$ cat src/rtl/hacd_cmpct_sched.sv
// -----------------------------------------------------------------------------
// hacd_cmpct_sched
//
// Decides when the HACD datapath runs a compression or a compaction pass.
// Live free-page and fragmentation counts are compared against the programmed
// thresholds. One operation at a time is issued over a req/ack handshake.
// Each request is bounded by a timeout, and every operation is followed by a
// fixed hold-off gap.
//
// Parameters
//   TIMEOUT      cycles a request may stay outstanding before it is abandoned
//   HOLDOFF      idle cycles enforced after every operation (must be >= 1)
//
// Ports
//   clk_i        block clock
//   rst_ni       asynchronous active-low reset
//   ctrl_i       [0] scheduler enable, [1] compaction enable, others ignored
//   low_wm_i     low watermark in free pages
//   cmpct_th_i   fragmented-page count that triggers compaction
//   free_pages_i current free-page count
//   frag_cnt_i   current count of partially filled compressed pages
//   cmpr_req_o   compression request      / cmpr_ack_i   compression done
//   cmpct_req_o  compaction request       / cmpct_ack_i  compaction done
//   busy_o       high in every state except IDLE
//   timeout_o    sticky flag: a request timed out
//   op_cnt_o     saturating count of acknowledged operations
// -----------------------------------------------------------------------------
module hacd_cmpct_sched #(
    parameter int TIMEOUT = 1024,
    parameter int HOLDOFF = 16
) (
    input  logic        clk_i,
    input  logic        rst_ni,
    input  logic [31:0] ctrl_i,
    input  logic [31:0] low_wm_i,
    input  logic [31:0] cmpct_th_i,
    input  logic [31:0] free_pages_i,
    input  logic [31:0] frag_cnt_i,
    output logic        cmpr_req_o,
    input  logic        cmpr_ack_i,
    output logic        cmpct_req_o,
    input  logic        cmpct_ack_i,
    output logic        busy_o,
    output logic        timeout_o,
    output logic [15:0] op_cnt_o
);

    // One counter serves both the request wait and the hold-off gap.
    localparam int CNT_MAX = (TIMEOUT > HOLDOFF) ? TIMEOUT : HOLDOFF;
    localparam int CW      = $clog2(CNT_MAX) + 1;

    localparam logic [CW-1:0] TO_LAST  = CW'(TIMEOUT - 1);
    localparam logic [CW-1:0] HO_LAST  = CW'(HOLDOFF - 1);
    localparam logic [CW-1:0] CNT_ZERO = '0;
    localparam logic [CW-1:0] CNT_ONE  = {{(CW-1){1'b0}}, 1'b1};

    typedef enum logic [1:0] {
        ST_IDLE  = 2'd0,
        ST_CMPR  = 2'd1,
        ST_CMPCT = 2'd2,
        ST_HOLD  = 2'd3
    } state_t;

    // Saturating 16-bit increment for the operation counter.
    function automatic logic [15:0] sat_inc16(input logic [15:0] val);
        if (val == 16'hFFFF) begin
            sat_inc16 = 16'hFFFF;
        end else begin
            sat_inc16 = val + 16'd1;
        end
    endfunction

    state_t        state_r, state_s;
    logic [CW-1:0] cnt_r, cnt_s;
    logic          timeout_r, timeout_s;
    logic [15:0]   op_cnt_r, op_cnt_s;
    logic          cmpr_req_r, cmpct_req_r, busy_r;

    logic          en_s;
    logic          trig_cmpr_s;
    logic          trig_cmpct_s;
    logic          unused_ctrl_s;

    assign en_s          = ctrl_i[0];
    assign trig_cmpr_s   = (free_pages_i < low_wm_i);
    assign trig_cmpct_s  = ctrl_i[1] && (frag_cnt_i >= cmpct_th_i);
    assign unused_ctrl_s = ^ctrl_i[31:2];

    // Next-state, counter, sticky-flag and op-count computation.
    always_comb begin
        state_s   = state_r;
        cnt_s     = cnt_r;
        timeout_s = timeout_r;
        op_cnt_s  = op_cnt_r;
        case (state_r)
            ST_IDLE: begin
                cnt_s = CNT_ZERO;
                if (!en_s) begin
                    timeout_s = 1'b0;
                end else if (trig_cmpr_s) begin
                    state_s = ST_CMPR;
                end else if (trig_cmpct_s) begin
                    state_s = ST_CMPCT;
                end else begin
                    state_s = ST_IDLE;
                end
            end
            ST_CMPR, ST_CMPCT: begin
                // Only the ack matching the outstanding request counts; an ack
                // on the final wait cycle still beats the timeout.
                if ((state_r == ST_CMPR) ? cmpr_ack_i : cmpct_ack_i) begin
                    state_s  = ST_HOLD;
                    cnt_s    = CNT_ZERO;
                    op_cnt_s = sat_inc16(op_cnt_r);
                end else if (cnt_r == TO_LAST) begin
                    state_s   = ST_HOLD;
                    cnt_s     = CNT_ZERO;
                    timeout_s = 1'b1;
                end else begin
                    cnt_s = cnt_r + CNT_ONE;
                end
            end
            ST_HOLD: begin
                // Disabling the scheduler clears the flag but never shortens HOLD.
                if (!en_s) begin
                    timeout_s = 1'b0;
                end else begin
                    timeout_s = timeout_r;
                end
                if (cnt_r == HO_LAST) begin
                    state_s = ST_IDLE;
                    cnt_s   = CNT_ZERO;
                end else begin
                    cnt_s = cnt_r + CNT_ONE;
                end
            end
            default: begin
                state_s = ST_IDLE;
                cnt_s   = CNT_ZERO;
            end
        endcase
    end

    // State, counter and registered outputs (outputs decoded from next state).
    always_ff @(posedge clk_i or negedge rst_ni) begin
        if (!rst_ni) begin
            state_r     <= ST_IDLE;
            cnt_r       <= CNT_ZERO;
            timeout_r   <= 1'b0;
            op_cnt_r    <= 16'h0000;
            cmpr_req_r  <= 1'b0;
            cmpct_req_r <= 1'b0;
            busy_r      <= 1'b0;
        end else begin
            state_r     <= state_s;
            cnt_r       <= cnt_s;
            timeout_r   <= timeout_s;
            op_cnt_r    <= op_cnt_s;
            cmpr_req_r  <= (state_s == ST_CMPR);
            cmpct_req_r <= (state_s == ST_CMPCT);
            busy_r      <= (state_s != ST_IDLE);
        end
    end

    assign cmpr_req_o  = cmpr_req_r;
    assign cmpct_req_o = cmpct_req_r;
    assign busy_o      = busy_r;
    assign timeout_o   = timeout_r;
    assign op_cnt_o    = op_cnt_r;

endmodule

$ cat config.mk
export PLATFORM = sky130hd
export DESIGN_NAME = hacd_cmpct_sched
export DESIGN_NICKNAME = d
export VERILOG_FILES = /design/src/rtl/hacd_cmpct_sched.sv
export SDC_FILE = /design/constraint.sdc
export NUM_CORES = 1
export LEC_CHECK = 0
export ABC_CLOCK_PERIOD_IN_PS = 2900
export CAP_MARGIN = 20
export CORE_MARGIN = 1
export CORE_UTILIZATION = 39
export CTS_CLUSTER_SIZE = 30
export DETAILED_ROUTE_END_ITERATION = 16
export GPL_TIMING_DRIVEN = 0
export PLACE_DENSITY = 0.9
export SLEW_MARGIN = 20
export SYNTH_ARGS = -nofsm -noshare
export SYNTH_HDL_FRONTEND = slang
export SYNTH_SLANG_ARGS = --single-unit
$ cat constraint.sdc
create_clock -name clk_i -period 2.9 [get_ports clk_i]
set_input_delay 0.58 -clock clk_i [delete_from_list [all_inputs] [get_ports clk_i]]
set_output_delay 0.58 -clock clk_i [all_outputs]
set_load 0.05 [all_outputs]
# After elaboration in Yosys (flattened, before gate mapping)
# Index checks and enable logic that the tools add are counted.
# Widths: inputs -> output; s select.
# classes
eq_ne	11
reduce_logical	7
addsub	2
n_mux	17
magnitude_cmp	2
# ops
op	n
$mux 11	3
$pmux 11 s3	1
$ge 32x32->1	1
$lt 32x32->1	1
$add 16x1->16 const B	1
$eq 16x16->1 const B	1
$mux 16	1
$mux 2	6
$add 11x1->11 const B	1
$eq 11x10->1 const B	1
$eq 11x4->1 const B	1
$eq 2x2->1 const B	3
$ne 2x2->1 const B	3
$pmux 2 s3	1
$eq 2x1->1 const B	2
$mux 1	4
$reduce_or 2->1	2
$reduce_and 3->1	1
$logic_not 2->1	1
$pmux 1 s2	1
$reduce_and 2->1	1
$reduce_bool 2->1	1
$logic_and 1x1->1	1
# word_totals
register_bits	33
input_bits	164
output_inout_bits	20
elab_cells	46

# Longest topological paths before layout
# Gate-level depths: netlist of the first run.
# logic_depth
word_depth	7
depth_mapped	9

# Worst setup path after synthesis of the first run
# No wires, ideal clock.
# synth_timing
kind	in2reg
startpoint	in low_wm_i[30]
endpoint	reg cmpct_req_r, in the netlist cmpct_req_o
arrival_time_ns	2.285
required_time_ns	2.834
n_path_buf	0
path_slack_ns	0.549
stages	8
setup_ns	0.066
path_cell_list	inv_1 -> ha_1 -> nand4_1 -> or4_1 -> o221ai_1 -> nor2_1 -> a311oi_2 -> and2_1
# synth_between
elab_chain_len	5
# synth_lines
element	line_no	source
start: declaration	35	input logic [31:0] low_wm_i,
$lt 32x32->1	85	assign trig_cmpr_s = (free_pages_i < low_wm_i);
$mux 2	100	end else if (trig_cmpr_s) begin
$mux 2	98	if (!en_s) begin
$pmux 2 s3	95	case (state_r)
net state_s[1]	73	state_t state_r, state_s;
$eq 2x2->1	160	cmpct_req_r <= (state_s == ST_CMPCT);
end signal: assignment	160	
end: declaration	77	logic cmpr_req_r, cmpct_req_r, busy_r;
# The timed path passes the listed nets, and every way through them passes these cells.
# A chain may end at the register's enable or synchronous reset.

# Worst setup path after layout of the first run
# Ends and elaborated chain as after synthesis.

==> metrics.txt, run 1 <==
Skew-Pair Late Insertion Delay 0.28 ns; Antenna Diode Count 0; Critical Path RT 3.12 ns; hold-fix buffers at CTS 0; Tmin final 2.787 ns; post-synth net total 623; Die Area 8583 µm²; Post-synth top flop dfrtp_1; crit path cell chain clkdlybuf4s50_1 -> inv_1 -> ha_1 -> nand4_1 -> or4_1 -> a211oi_1 -> nor2_1 -> a311oi_2 -> and2_1; IO Count 184; final hold violation count 0; Remaining Overflow, GRT 0; RSZ-0062 raised after global routing no; dpl hpwl 7454 µm; Area after DPL 4858 µm²; Via Count 3315; setup slack, reg-to-reg 0.49 ns; max-slew violations 0; post-synth top area cell ha_1; Max Cap Viol 0; critical path's slowest cell or4_1; relative slew slack 51.69%; port bufs 153; final setup fails 0; fmax 0.3588 GHz; CP endpoint kind flip-flop; Starting Density 40.83%; Seq/Total Area, Yosys 25.77%; Core Util, Final 63.06%; fillers 624; post-synthesis area per instance 8.195 µm²; critical-path maximum fanout 4; largest net degree at the start of global routing 34; #FFs+latches synth 33; clk buf depth 2; slowest stage delay, CP 0.59 ns; EDFF count, synth 0; final setup TNS 0 ns; post-synthesis cell area 3204 µm²; drt drc 0; Synth Instances 391; Die Y 92.65 µm; drt initial violations 98; Pwr Total 1998 µW; critical register-to-register path startpoint state_r[0]; Final Instance Area 4949 µm²; Crit Path Class input port to flip-flop; post-cts sizing count 0; Clock Skew 0.004482 ns; initial antenna violation count 0; Worst Tran Pin Value 0.7246 ns; via density per instance 5.077; post-synthesis async set-or-reset flop share 100.0%; Synth warnings 0; Lkg Pwr 0.002396 µW; routed wire length 8706 µm; H-tree depth 2; Routed WL per cell 13.33 µm; Critical Path AT 3.00 ns; gp weighted congestion 0.8141; vias in the first global route 3487; top-area cell type share of the netlist area 26.55%; nature of the critical path startpoint input port; postcts setup bufs 0; CTS Buf Count 5; first-pass GRT wire length 14280 µm; DR pass1 iterations 4; clock root buffer clkbuf_8; worst hold path class input port to async pin; top cells by area, synth ha_1, dfrtp_1, inv_1; FF-to-FF End op_cnt_o[2]; PD cells 403.7 nW/µm²; Clock transition at path regs 0.07 ns; library cells used by synthesis 44; Layout area overhead 54.43%; GRT Total Usage 20.38%; status finished clean; Post-DRT Antenna Nets 0; hold slack 0.3531 ns; core area 7848 µm²; CTS tree yes; fin nets 783; Peak supply drop 0.2183 mV; clk sink count 33; Reg2Reg Depth 8; share of cells above drive strength 1 2.722%; fin crit share 96.10%; Rows 32; die span in x 92.65 µm
through the flow:
step	instances	worst slack [ns]
after CTS	653	0.1024
final	653	0.1130
after global routing	653	0.01869
after floorplan	391	0.5487
after global placement	646	-0.1666
after detailed placement	646	-0.1966
Yosys cell counts, types with 6 or more instances:
cell type,n
inv_1,73
ha_1,68
nand2_1,43
dfrtp_1,33
nor2_1,29
a21oi_1,23
nand4_1,16
nand3_1,13
xnor2_1,12
o21ai_0,11
nor3_1,6
xor2_1,6
metal layers:
| layer | track usage [%] | wire [µm] |
|---|---|---|
| met1 | 20.90 | 3449 |
| met2 | 40.99 | 4474 |
| met3 | 3.612 | 533 |
| met4 | 6.538 | 248 |
| met5 | 0 | 0 |
cell usage in the layout, fill, tap and decap left out, types with 2 or more instances in the layout:
master / count
a211oi_1: 4
a21o_1: 5
a21oi_1: 23
a221oi_1: 3
a31oi_1: 3
and4_1: 4
buf_2: 2
clkbuf_1: 2
clkbuf_8: 6
clkdlybuf4s50_1: 152
dfrtp_1: 33
ha_1: 68
inv_1: 73
mux2_2: 3
mux2i_1: 2
nand2_1: 43
nand2b_1: 5
nand3_1: 13
nand4_1: 16
nor2_1: 29
nor3_1: 6
nor4_1: 2
o2111ai_1: 2
o21ai_0: 11
o31a_1: 2
or3_1: 2
xnor2_1: 12
xor2_1: 6
critical path: cells and delay by family:
| kind | cells | cell delay (ns) |
|---|---|---|
| AOI/OAI and AO/OA | 2 | 0.57 |
| and+or+nand+nor | 4 | 1.06 |
| adders and majority gates | 1 | 0.30 |
| buffers and inverters | 2 | 0.50 |
worst max-delay path by stage:
stage	from	endpoint	cells after the start
6_report	low_wm_i[30]	cmpct_req_o	9
5_1_grt	low_wm_i[30]	cmpct_req_o	9
4_1_cts	low_wm_i[30]	cmpct_req_o	9
3_5_place_dp	low_wm_i[30]	cmpct_req_o	9
3_3_place_gp	low_wm_i[30]	cmpct_req_o	9
2_1_floorplan	low_wm_i[30]	cmpct_req_o	8
sequential cells by signal, summed over array words and instances, names as in the netlist:
name,count
cnt_r,11
busy_o,1
state_r,2
cmpr_req_o,1
cmpct_req_o,1
timeout_o,1
op_cnt_o,16
cell type report:
type / instances / area [µm²] / area share [%]
well taps: 102 / 127.6 / 2.579
inverters: 73 / 274.0 / 5.537
repair buffers: 153 / 1526 / 30.85
plain buffers: 3 / 12.51 / 0.2528
multi-input cells: 282 / 2092 / 42.28
flip-flops and latches: 33 / 825.8 / 16.69
clock inverters: 1 / 7.507 / 0.1517
clock buffers: 6 / 82.58 / 1.669
logic make-up (layout without fill, tap and decap cells):
family	count (synthesis)	after routing	share of synthesized area, %
xor gates and xnor gates	18	18	4.920
and+or+nand+nor	128	128	19.29
buffers and inverters	76	236	8.942
DFF	33	33	25.77
AOI/OAI and AO/OA	63	63	12.85
muxes	5	5	1.679
adders and majority gates	68	68	26.55
where the power goes:
group          internal (µW)  leakage (µW)  total (µW)  switching, µW
combinational            472       0.00191        1040            565
sequential               534      0.000441         609           75.0
clock                    187     0.0000433         351            164
total                   1190       0.00240        2000            804
Power figures use the tool's default switching activity.
==> run 2, diff against run 1 <==
--- a/config.mk
+++ b/config.mk
@@ -7,7 +7,7 @@
 export LEC_CHECK = 0
 export ABC_CLOCK_PERIOD_IN_PS = 2900
 export CAP_MARGIN = 20
-export CORE_MARGIN = 1
+export CORE_MARGIN = 2
 export CORE_UTILIZATION = 39
 export CTS_CLUSTER_SIZE = 30
 export DETAILED_ROUTE_END_ITERATION = 16
==> metrics.txt, run 2 (synthesized netlist as in run 1, its figures left out) <==
Worst Tran Pin Value 0.7257 ns (was 0.7246 ns); Final Instance Area 4996 µm² (was 4949 µm²); Skew-Pair Late Insertion Delay 0.29 ns (was 0.28 ns); gp weighted congestion 0.8267 (was 0.8141); worst hold path class input port to async pin (unchanged); area of the multi-input gates 2102 µm² (was 2092 µm²); IO Count 184 (unchanged); Layout area overhead 55.92% (was 54.43%); PD cells 424.9 nW/µm² (was 403.7 nW/µm²); share of cells above drive strength 1 3.255% (was 2.722%); DR pass1 iterations 5 (was 4); core area 8093 µm² (was 7848 µm²); fin nets 784 (was 783); final setup TNS 0 ns (unchanged); clock root buffer clkbuf_8 (unchanged); via density per instance 5.167 (was 5.077); hold-fix buffers at CTS 0 (unchanged); Routed WL per cell 13.94 µm (was 13.33 µm); vias in the first global route 3577 (was 3487); final setup fails 0 (unchanged); Area after DPL 4862 µm² (was 4858 µm²); Lkg Pwr 0.002418 µW (was 0.002396 µW); Tmin final 2.732 ns (was 2.787 ns); routed wire length 9170 µm (was 8706 µm); Core Util, Final 61.73% (was 63.06%); status finished clean (unchanged); dpl hpwl 7567 µm (was 7454 µm); initial antenna violation count 0 (unchanged); Clock Skew 0.004730 ns (was 0.004482 ns); Peak supply drop 0.2410 mV (was 0.2183 mV); Post-DRT Antenna Nets 0 (unchanged); Remaining Overflow, GRT 0 (unchanged); Clock transition at path regs 0.07 ns (about the same); relative slew slack 51.62% (was 51.69%); nature of the critical path startpoint input port (unchanged); Critical Path RT 3.13 ns (was 3.12 ns); clk sink count 33 (unchanged); GRT Total Usage 20.28% (was 20.38%); port bufs 153 (unchanged); Die Area 8958 µm² (was 8583 µm²); critical-path maximum fanout 4 (unchanged); max FFs per register 16 (unchanged); clk buf depth 2 (unchanged); CTS Buf Count 5 (unchanged); fin crit share 94.20% (was 96.10%); Via Count 3400 (was 3315); CP endpoint kind flip-flop (unchanged); drt drc 0 (unchanged); most frequent cells in the layout clkdlybuf4s50_1, inv_1, ha_1 (unchanged); Starting Density 39.59% (was 40.83%); drt initial violations 148 (was 98); fillers 672 (was 624); Antenna Diode Count 0 (unchanged); register area 825.8 µm² (unchanged); die span in x 94.65 µm (was 92.65 µm); fmax 0.3661 GHz (was 0.3588 GHz); leading cell type in the layout, fill and taps excluded clkdlybuf4s50_1 (unchanged); largest net degree at the start of global routing 34 (unchanged); Max Cap Viol 0 (unchanged); final hold violation count 0 (unchanged); CTS tree yes (unchanged); Die Y 94.65 µm (was 92.65 µm); H-tree depth 2 (unchanged); first-pass GRT wire length 14500 µm (was 14280 µm); Crit Path Class input port to flip-flop (unchanged); Critical Path AT 2.96 ns (was 3.00 ns); Rows 33 (was 32); max-slew violations 0 (unchanged)
## run 2: final timing paths
path | from | end | slack (ns) | depth (start not counted)
worst min-delay path | rst_ni | op_cnt_o[10] | 0.34 | 1
worst max-delay path | low_wm_i[13] | cmpct_req_o | 0.17 | 10
worst min register to register | cnt_r[0] | cnt_r[0] | 0.46 | 1
max in group asynchronous | rst_ni | cnt_r[5] | 2.09 | 1
min in group clk_i | cnt_r[0] | cnt_r[0] | 0.46 | 1
worst max register to register | state_r[0] | op_cnt_o[15] | 0.42 | 8
## run 2: cell type report
class,count,area share [%]
Buffer,3,0.2504
Timing Repair Buffer,154,30.70
Tap cell,105,2.630
Clock buffer,7,1.728
Sequential cell,33,16.53
Clock inverter,1,0.6011
Multi-Input combinational cell,282,42.07
Inverter,73,5.485
## run 2: power by group
part / switching [µW] / total, µW / internal (µW) / leakage [µW]
logic: 590 / 1060 / 475 / 0.00192
registers: 77.9 / 612 / 534 / 0.000441
clock network: 167 / 447 / 280 / 0.0000585
total: 834 / 2120 / 1290 / 0.00242
## run 2: worst max-delay path, cell delays in order
cell             delay [ns]
clkdlybuf4s50_1        0.45
inv_1                  0.04
ha_1                   0.31
nand4_1                0.17
nor4_1                 0.33
a32oi_1                0.17
a211oi_1               0.26
nor2_1                 0.13
a311oi_2               0.33
and2_1                 0.17
## run 2: per-stage QoR
stage	total power [µW]	setup slack, ns	std cells	hold slack (ns)
after floorplan	1228	0.5487	391	0.2844
after global placement	1611	-0.1672	649	0.4469
after detailed placement	1663	-0.2076	649	0.4532
after CTS	2130	0.09865	657	0.3662
after global routing	2269	-0.03635	658	0.4102
final	2123	0.1683	658	0.3407
## run 2: timing repair
action | in CTS | in global routing
endpoints found under the setup margin | 0 | 4
resized for setup | 0 | 2
setup buffers | 0 | 1
## run 2: routing by layer
layer	share of wire [%]	global-route usage (%)	vias to the layer above
li1	-	-	1671
met5	0	0	-
met1	38	20.52	1562
met4	3.5	8.454	0
met2	52	40.72	138
met3	6.5	2.793	29
==> run 3, diff against run 2 <==
==> constraint.sdc (replaced) <==
create_clock -name clk_i -period 2.9 [get_ports clk_i]
set_input_delay 0.87 -clock clk_i [delete_from_list [all_inputs] [get_ports clk_i]]
set_output_delay 0.87 -clock clk_i [all_outputs]
set_load 0.05 [all_outputs]
==> metrics.txt, run 3 (synthesized netlist as in run 1, its figures left out) <==
worst hold start cnt_r[0]; Routed WL per cell 15.04 µm (was 13.94 µm); pre-CTS setup slack -0.4976 ns (was -0.2076 ns); Clock Skew 0.002879 ns (was 0.004730 ns); slowest stage delay, CP 0.47 ns (was 0.45 ns); dpl hpwl 7567 µm (unchanged); most frequent cells in the layout clkdlybuf4s50_1, inv_1, ha_1 (unchanged); nature of the critical path startpoint input port (unchanged); final setup fails 1 (was 0); gp weighted congestion 0.8267 (unchanged); crit path cell chain clkdlybuf4s50_1 -> ha_4 -> nand4_1 -> nor4_4 -> a32oi_2 -> a211oi_4 -> nor2_4 -> a311oi_4 -> nand2b_4 (was clkdlybuf4s50_1 -> inv_1 -> ha_1 -> nand4_1 -> nor4_1 -> a32oi_1 -> a211oi_1 -> nor2_1 -> a311oi_2 -> and2_1); area of the multi-input gates 2471 µm² (was 2102 µm²); max FFs per register 16 (unchanged); share of cells above drive strength 1 13.24% (was 3.255%); worst hold path class flip-flop to flip-flop (was input port to async pin); core area 8093 µm² (unchanged); routed wire length 9984 µm (was 9170 µm); hold slack 0.4588 ns (was 0.3407 ns); global route hottest layer met2 (unchanged); dpl cells 649 (unchanged); Critical Path AT 3.14 ns (was 2.96 ns); fillers 624 (was 672); Post-DRT Antenna Nets 0 (unchanged); violated checks negative setup slack; initial antenna violation count 0 (unchanged); clk buf depth 2 (unchanged); leading cell type in the layout, fill and taps excluded clkdlybuf4s50_1 (unchanged); fmax 0.3438 GHz (was 0.3661 GHz); met3 global-route usage 2.953% (was 2.793%); Clock transition at path regs 0.06 ns (was 0.07 ns); Rows 33 (unchanged); die span in x 94.65 µm (unchanged); largest net degree at the start of global routing 34 (unchanged); Die Y 94.65 µm (unchanged); critical register-to-register path startpoint state_r[0] (unchanged); Lkg Pwr 0.002745 µW (was 0.002418 µW); met1 usage 20.67% (was 20.52%); Via Count 3466 (was 3400); IO Count 184 (unchanged); Tmin final 2.908 ns (was 2.732 ns); drt initial violations 175 (was 148); register area 825.8 µm² (unchanged); max-slew violations 0 (unchanged); critical-path maximum fanout 4 (unchanged); fin crit share 100.3% (was 94.20%); vias in the first global route 3630 (was 3577); port bufs 153 (unchanged); Max Cap Viol 0 (unchanged); M2 GR Usage 42.20% (was 40.72%); Crit Path Class input port to flip-flop (unchanged); drt drc 0 (unchanged); non-filler instance count after layout 664 (was 658); status finished, violations left (was finished clean); Remaining Overflow, GRT 0 (unchanged); DR pass1 iterations 4 (was 5); critical path's slowest cell clkdlybuf4s50_1 (unchanged); Die Area 8958 µm² (unchanged); CTS Buf Count 5 (unchanged); crit path launch free_pages_i[14] (was low_wm_i[13]); Peak supply drop 0.2441 mV (was 0.2410 mV); Worst Tran Pin Value 0.7241 ns (was 0.7257 ns); relative slew slack 51.73% (was 51.62%); Starting Density 39.59% (unchanged); Antenna Diode Count 0 (unchanged); Final Instance Area 5490 µm² (was 4996 µm²); final hold violation count 0 (unchanged); GRT Total Usage 20.76% (was 20.28%); via density per instance 5.220 (was 5.167); PD cells 407.9 nW/µm² (was 424.9 nW/µm²); clock root buffer clkbuf_8 (unchanged); Area after DPL 4862 µm² (unchanged); clk sink count 33 (unchanged); Skew-Pair Late Insertion Delay 0.29 ns (about the same); fin nets 790 (was 784); Critical Path RT 3.13 ns (about the same); CTS tree yes (unchanged); H-tree depth 2 (unchanged); setup slack after layout -0.008474 ns (was 0.1683 ns); Layout area overhead 71.34% (was 55.92%); CP endpoint kind flip-flop (unchanged); first-pass GRT wire length 14810 µm (was 14500 µm)
==> run 3: where the power goes <==
part | leakage (µW) | total (µW) | internal [µW] | switching (µW)
sequential | 0.000441 | 613 | 534 | 78.9
clock | 0.0000585 | 446 | 280 | 166
combinational | 0.00224 | 1180 | 530 | 650
==> run 3: final timing paths <==
path / slack (ns) / cells past startpoint / end
setup reg to reg: 0.41 / 8 / op_cnt_o[15]
setup / recovery: -0.008 / 9 / busy_o
hold / removal: 0.46 / 1 / cnt_r[0]
hold reg to reg: 0.46 / 1 / cnt_r[0]
max in group asynchronous: 1.80 / 1 / op_cnt_o[11]
min in group asynchronous: 0.63 / 1 / op_cnt_o[10]
==> run 3: worst max-delay path, delay by kind of cell <==
kind / cells / cell delay (ns)
adders and majority gates: 1 / 0.31
buffers and inverters: 1 / 0.47
AOI/OAI and AO/OA: 3 / 0.81
and+or+nand+nor: 4 / 0.68
==> run 3: metrics by stage <==
step	total power (µW)	utilization [%]	setup TNS (ns)
global route	2391	67.84	-0.2950
CTS	2138	62.17	0
floorplan	1228	-	0
global placement	1611	60.14	-2.053
finish	2239	67.84	-0.008474
detailed placement	1663	60.08	-2.806
==> run 3: layout make-up <==
type	instances	share of cell area, %
Tap cell	105	2.393
Multi-Input combinational cell	282	45.01
Inverter	73	4.991
Timing Repair Buffer	160	30.22
Clock buffer	7	1.572
Sequential cell	33	15.04
Buffer	3	0.2279
Clock inverter	1	0.5469
==> run 3: repair_timing <==
action	4_1_cts	5_1_grt
hold endpoints to repair	0	0
resized for setup	5	89
pin swaps	11	30
setup endpoints to repair	5	5
hold buffers	0	0
setup buffers	3	4
==> run 3: metal layers <==
| layer | vias up | share of wire, % |
|---|---|---|
| met5 | - | 0 |
| met4 | 0 | 3.5 |
| met3 | 32 | 5.9 |
| met2 | 135 | 55 |
| met1 | 1619 | 36 |
| li1 | 1680 | - |
